===== config.mk =====
export PLATFORM = sky130hd
export DESIGN_NAME = imem_run_controller
export DESIGN_NICKNAME = d
export VERILOG_FILES = /design/src/rtl/imem_run_controller.sv
export SDC_FILE = /design/constraint.sdc
export NUM_CORES = 1
export LEC_CHECK = 0
export CAP_MARGIN = 20
export CORE_MARGIN = 1
export CORE_UTILIZATION = 30
export CTS_CLUSTER_DIAMETER = 40
export DETAILED_ROUTE_END_ITERATION = 8
export GPL_TIMING_DRIVEN = 0
export MAX_ROUTING_LAYER = met4
export SYNTH_ARGS = -nofsm -noshare
export SYNTH_HDL_FRONTEND = slang
export SYNTH_SLANG_ARGS = --single-unit

===== constraint.sdc =====
create_clock -name clk -period 3.35 [get_ports clk]
set_input_delay 0.8375 -clock clk [delete_from_list [all_inputs] [get_ports clk]]
set_output_delay 0.8375 -clock clk [all_outputs]
set_load 0.1 [all_outputs]

===== src/rtl/imem_run_controller.sv =====
// Instruction memory and run sequencer for cpu_4bit: host loads while the CPU is held in reset,
// runs from address 0 on start, returns to hold on stop/halt. Optional cycle budget: RUN_LIMIT_EN.
module imem_run_controller #(
    parameter int                   INSTR_W    = 8,
    parameter logic [INSTR_W-1:0]   HALT_INSTR = 8'hFF,
    parameter logic [7:0]           MAX_CYCLES = 8'd200
) (
    input  logic                clk,
    input  logic                reset,
    input  logic                load_valid,
    output logic                load_ready,
    input  logic [3:0]          load_addr,
    input  logic [INSTR_W-1:0]  load_data,
    input  logic                start,
    input  logic                stop,
    input  logic [3:0]          instruction_addr,
    output logic [INSTR_W-1:0]  instruction,
    output logic                cpu_reset,
    output logic                busy,
    output logic                done,
    output logic [7:0]          run_cycles,
    output logic                timeout
);

    // state | meaning
    // IDLE  | after reset; CPU held, host may load
    // RUN   | CPU released and fetching; loads ignored
    // DONE  | run ended by stop, halt or budget; CPU held, host may load
    typedef enum logic [1:0] {S_IDLE, S_RUN, S_DONE} state_t;

`ifdef RUN_LIMIT_EN
    localparam bit LIMIT_EN = 1'b1;
`else
    localparam bit LIMIT_EN = 1'b0;
`endif

    state_t                 r_state;
    logic                   r_cpu_reset;
    logic                   r_busy;
    logic                   r_done;
    logic [7:0]             r_run_cycles;
    logic                   r_timeout;
    logic [INSTR_W-1:0]     r_mem [16];

    logic                   w_load_ready;
    logic                   w_halt;
    logic                   w_limit_hit;
    logic [7:0]             w_cycles_next;

    assign w_load_ready  = (r_state != S_RUN);
    assign instruction   = r_mem[instruction_addr];
    assign w_halt        = (instruction == HALT_INSTR);
    assign w_limit_hit   = LIMIT_EN && (r_run_cycles == MAX_CYCLES - 8'd1);
    assign w_cycles_next = (r_run_cycles == 8'hFF) ? 8'hFF : r_run_cycles + 8'd1;

    // Memory has no reset so a program survives a mid-run reset.
    always_ff @(posedge clk) begin
        if (load_valid && w_load_ready) begin
            r_mem[load_addr] <= load_data;
        end
    end

    always_ff @(posedge clk or negedge reset) begin
        if (!reset) begin
            r_state      <= S_IDLE;
            r_cpu_reset  <= 1'b1;
            r_busy       <= 1'b0;
            r_done       <= 1'b0;
            r_run_cycles <= 8'd0;
            r_timeout    <= 1'b0;
        end else begin
            case (r_state)
                S_IDLE, S_DONE: begin
                    if (start) begin
                        r_state      <= S_RUN;
                        r_cpu_reset  <= 1'b0;
                        r_busy       <= 1'b1;
                        r_done       <= 1'b0;
                        r_run_cycles <= 8'd0;
                        r_timeout    <= 1'b0;
                    end
                end
                S_RUN: begin
                    r_run_cycles <= w_cycles_next;
                    if (stop || w_halt || w_limit_hit) begin
                        r_state     <= S_DONE;
                        r_cpu_reset <= 1'b1;
                        r_busy      <= 1'b0;
                        r_done      <= 1'b1;
                        // stop/halt on the budget edge wins, so no timeout
                        r_timeout   <= !(stop || w_halt);
                    end
                end
                default: begin
                    r_state     <= S_IDLE;
                    r_cpu_reset <= 1'b1;
                    r_busy      <= 1'b0;
                    r_done      <= 1'b0;
                end
            endcase
        end
    end

    assign load_ready = w_load_ready;
    assign cpu_reset  = r_cpu_reset;
    assign busy       = r_busy;
    assign done       = r_done;
    assign run_cycles = r_run_cycles;
    assign timeout    = r_timeout;

endmodule


==> run metrics <==
DRT Wirelength=12.5 mm; final setup TNS=0 ns; clock latency on the worst-skew pair=0.42 ns; Finish-stage setup viols=0; fin. max-slew vios=0; Core Rows=49; first-pass GRT wire length=18.8 mm; register area share after synthesis=73.4%; Finished Core Util=39.3%; dominant synthesized flop cell=edfxtp_1; status=completed; R2R Setup Slk=0.77 ns; Initial DRT Pass Iterations=4; antenna violations before repair=0; clk_skew=0.00552 ns; Cell variety after synth=40; DRC=0; worst slack at placement=-1.44 ns; fmax=303 MHz; crit path kind=in -> out; flops & latches, synth=141; ANT nets after route=0; global-route total usage across every layer=13.9%; Cell Area, Synth=5680 µm²; fraction of layout cells with a size suffix above 1=24.8%; HPWL after DPL=8.38 mm; R2R Path End=r_mem[4][6]; met1 Use GR=17.8%; Pwr Density=669 nW/µm²; initial core utilization=31.1%; maximum VDD drop=0.636 mV; post-DR vias/cell=5.05; largest net degree at the start of global routing=17; FF-to-FF Start=r_state[0]; CORE AREA=18,300 µm²; most common cell after layout, fill and taps aside=edfxtp_1; cell count of the worst reg-to-reg path=4; via count=3,091; non-filler cells, final=612; period utilization=98.6%; Post-CTS Setup Repair Bufs=0; Die Y=140 µm; Clock Sinks=141; Area growth syn-to-layout=26.3%; most frequent cells in the layout=128 x edfxtp_1, 28 x clkdlybuf4s50_1, 27 x mux2i_1, 25 x clkbuf_16, 24 x nor2_1; Die ar.=19,500 µm²; CTS max path bufs=2; syn nets=334; Syn Inst Count=312; Initial DRC Count=283; number of global-route vias before repair=3,108; hold endpoint=timeout; total power=4.80 mW; design area=7170 µm²; clk slew on worst S/H paths=0.06 ns; maxcap violations=0; Worst Hold Class=reg -> reg; CP Capture Type=primary output; TritonCTS clock tree=done; Die X=140 µm; slew margin rel.=34.6%; dpl cell area=6420 µm²; Worst Tran Pin Value=0.978 ns; met2 Usage GRT=21.3%; Syn Area/Cell=18.2 µm²; min Tclk post-route=3.30 ns; ys async rst share=9.22%; number of synthesized flops with an enable pin=128; PostCTS Resize Cnt=68; P_leak=2.41 nW; io pins=42; Critical Path RT=2.51 ns; grt total ovfl=0; port bufs=39; PnR worst setup slack=0.0470 ns; WL per Instance=20.5 µm; busiest grt layer=met2; ant diodes=0; final net count=392; CP max FO=10; Ys Warns=0; Root Driver=clkbuf_16; placer congestion estimate=0.802; TritonCTS buffer count=17; Worst Path Arrival=2.47 ns; htree depth=4; Hold Buf Count CTS=0; dpl cells=580; met3 Usage GRT=3.72%; min-delay src=timeout; final hold vios=0; Hold Path Depth=2; RSZ-0062 raised after global routing=true; hold slack=0.505 ns; Setup crit start kind=input port
## power by group
part           internal [mW]  switching (mW)
Sequential              1.98          0.0433
Combinational          0.199           0.539
Clock                   1.34           0.693
## registers in the layout (all words and copies together), names as in the netlist
register and flops:
timeout 1, run_cycles 8, done 1, cpu_reset 1
r_state 1, busy 1, r_mem 128
## logic make-up after synthesis
| logic type | Yosys count | synth area share [%] |
|---|---|---|
| compound gates | 47 | 6.17 |
| fa+ha+maj | 1 | 0.220 |
| buf+inv | 14 | 2.14 |
| flops | 141 | 73.4 |
| mux | 47 | 12.7 |
| simple gates | 62 | 5.37 |
## cell usage after synthesis, types with 2 or more instances
library cell | count | area share [%]
buf_12 | 3 | 1.1
nor2_1 | 25 | 1.7
and2_1 | 2 | 0.22
a221oi_2 | 2 | 0.53
a221oi_1 | 10 | 1.5
edfxtp_1 | 128 | 68
inv_1 | 2 | 0.13
nand2b_1 | 3 | 0.33
mux4_2 | 20 | 7.9
nor2b_1 | 5 | 0.55
buf_2 | 4 | 0.35
a211oi_1 | 2 | 0.26
o31ai_1 | 2 | 0.26
clkbuf_1 | 2 | 0.13
a31oi_1 | 3 | 0.33
a21oi_1 | 5 | 0.44
nand2_1 | 7 | 0.46
nand4b_1 | 2 | 0.31
nor3b_1 | 2 | 0.26
o21ai_0 | 5 | 0.44
o21ai_1 | 5 | 0.44
buf_6 | 2 | 0.40
nand4_1 | 3 | 0.33
nand3_1 | 6 | 0.53
a22oi_1 | 6 | 0.79
mux2i_1 | 27 | 4.8
nor3_1 | 5 | 0.44
dfrtp_1 | 12 | 5.3
## cell type report
type | instances | area (µm²)
fillers | 1634 | 11100
flip-flops and latches | 141 | 4170
multi-input cells | 157 | 1510
clock buffers | 28 | 657
repair buffers | 39 | 389
well taps | 229 | 287
plain buffers | 11 | 126
clock inverters | 4 | 21.3
inverters | 3 | 11.3
## worst max-delay path, stage by stage
cell	delay [ns]
dlygate4sd2_1	0.38
nor2b_1	0.07
buf_2	0.22
a221oi_1	0.40
nor2_1	0.13
o21ai_4	0.17
buf_6	0.25
## layer usage
layer  vias up  share of wire [%]  routed length, µm
met1      1596                 46               5720
met3        16                4.7                583
met2        82                 49               6100
met4         0                1.1                136
met5         -                  0                  0
li1       1397                  -                  -
## worst max path at each step
stage	to	slack (ns)	depth (start not counted)	from
detailed placement	instruction[4]	-1.44	7	instruction_addr[1]
global route	instruction[4]	-0.01	7	instruction_addr[2]
global placement	instruction[4]	-1.42	7	instruction_addr[1]
floorplan	instruction[1]	0.004	5	instruction_addr[3]
CTS	instruction[4]	0.01	7	instruction_addr[1]
finish	instruction[4]	0.05	7	instruction_addr[2]
Power figures use the tool's default switching activity.
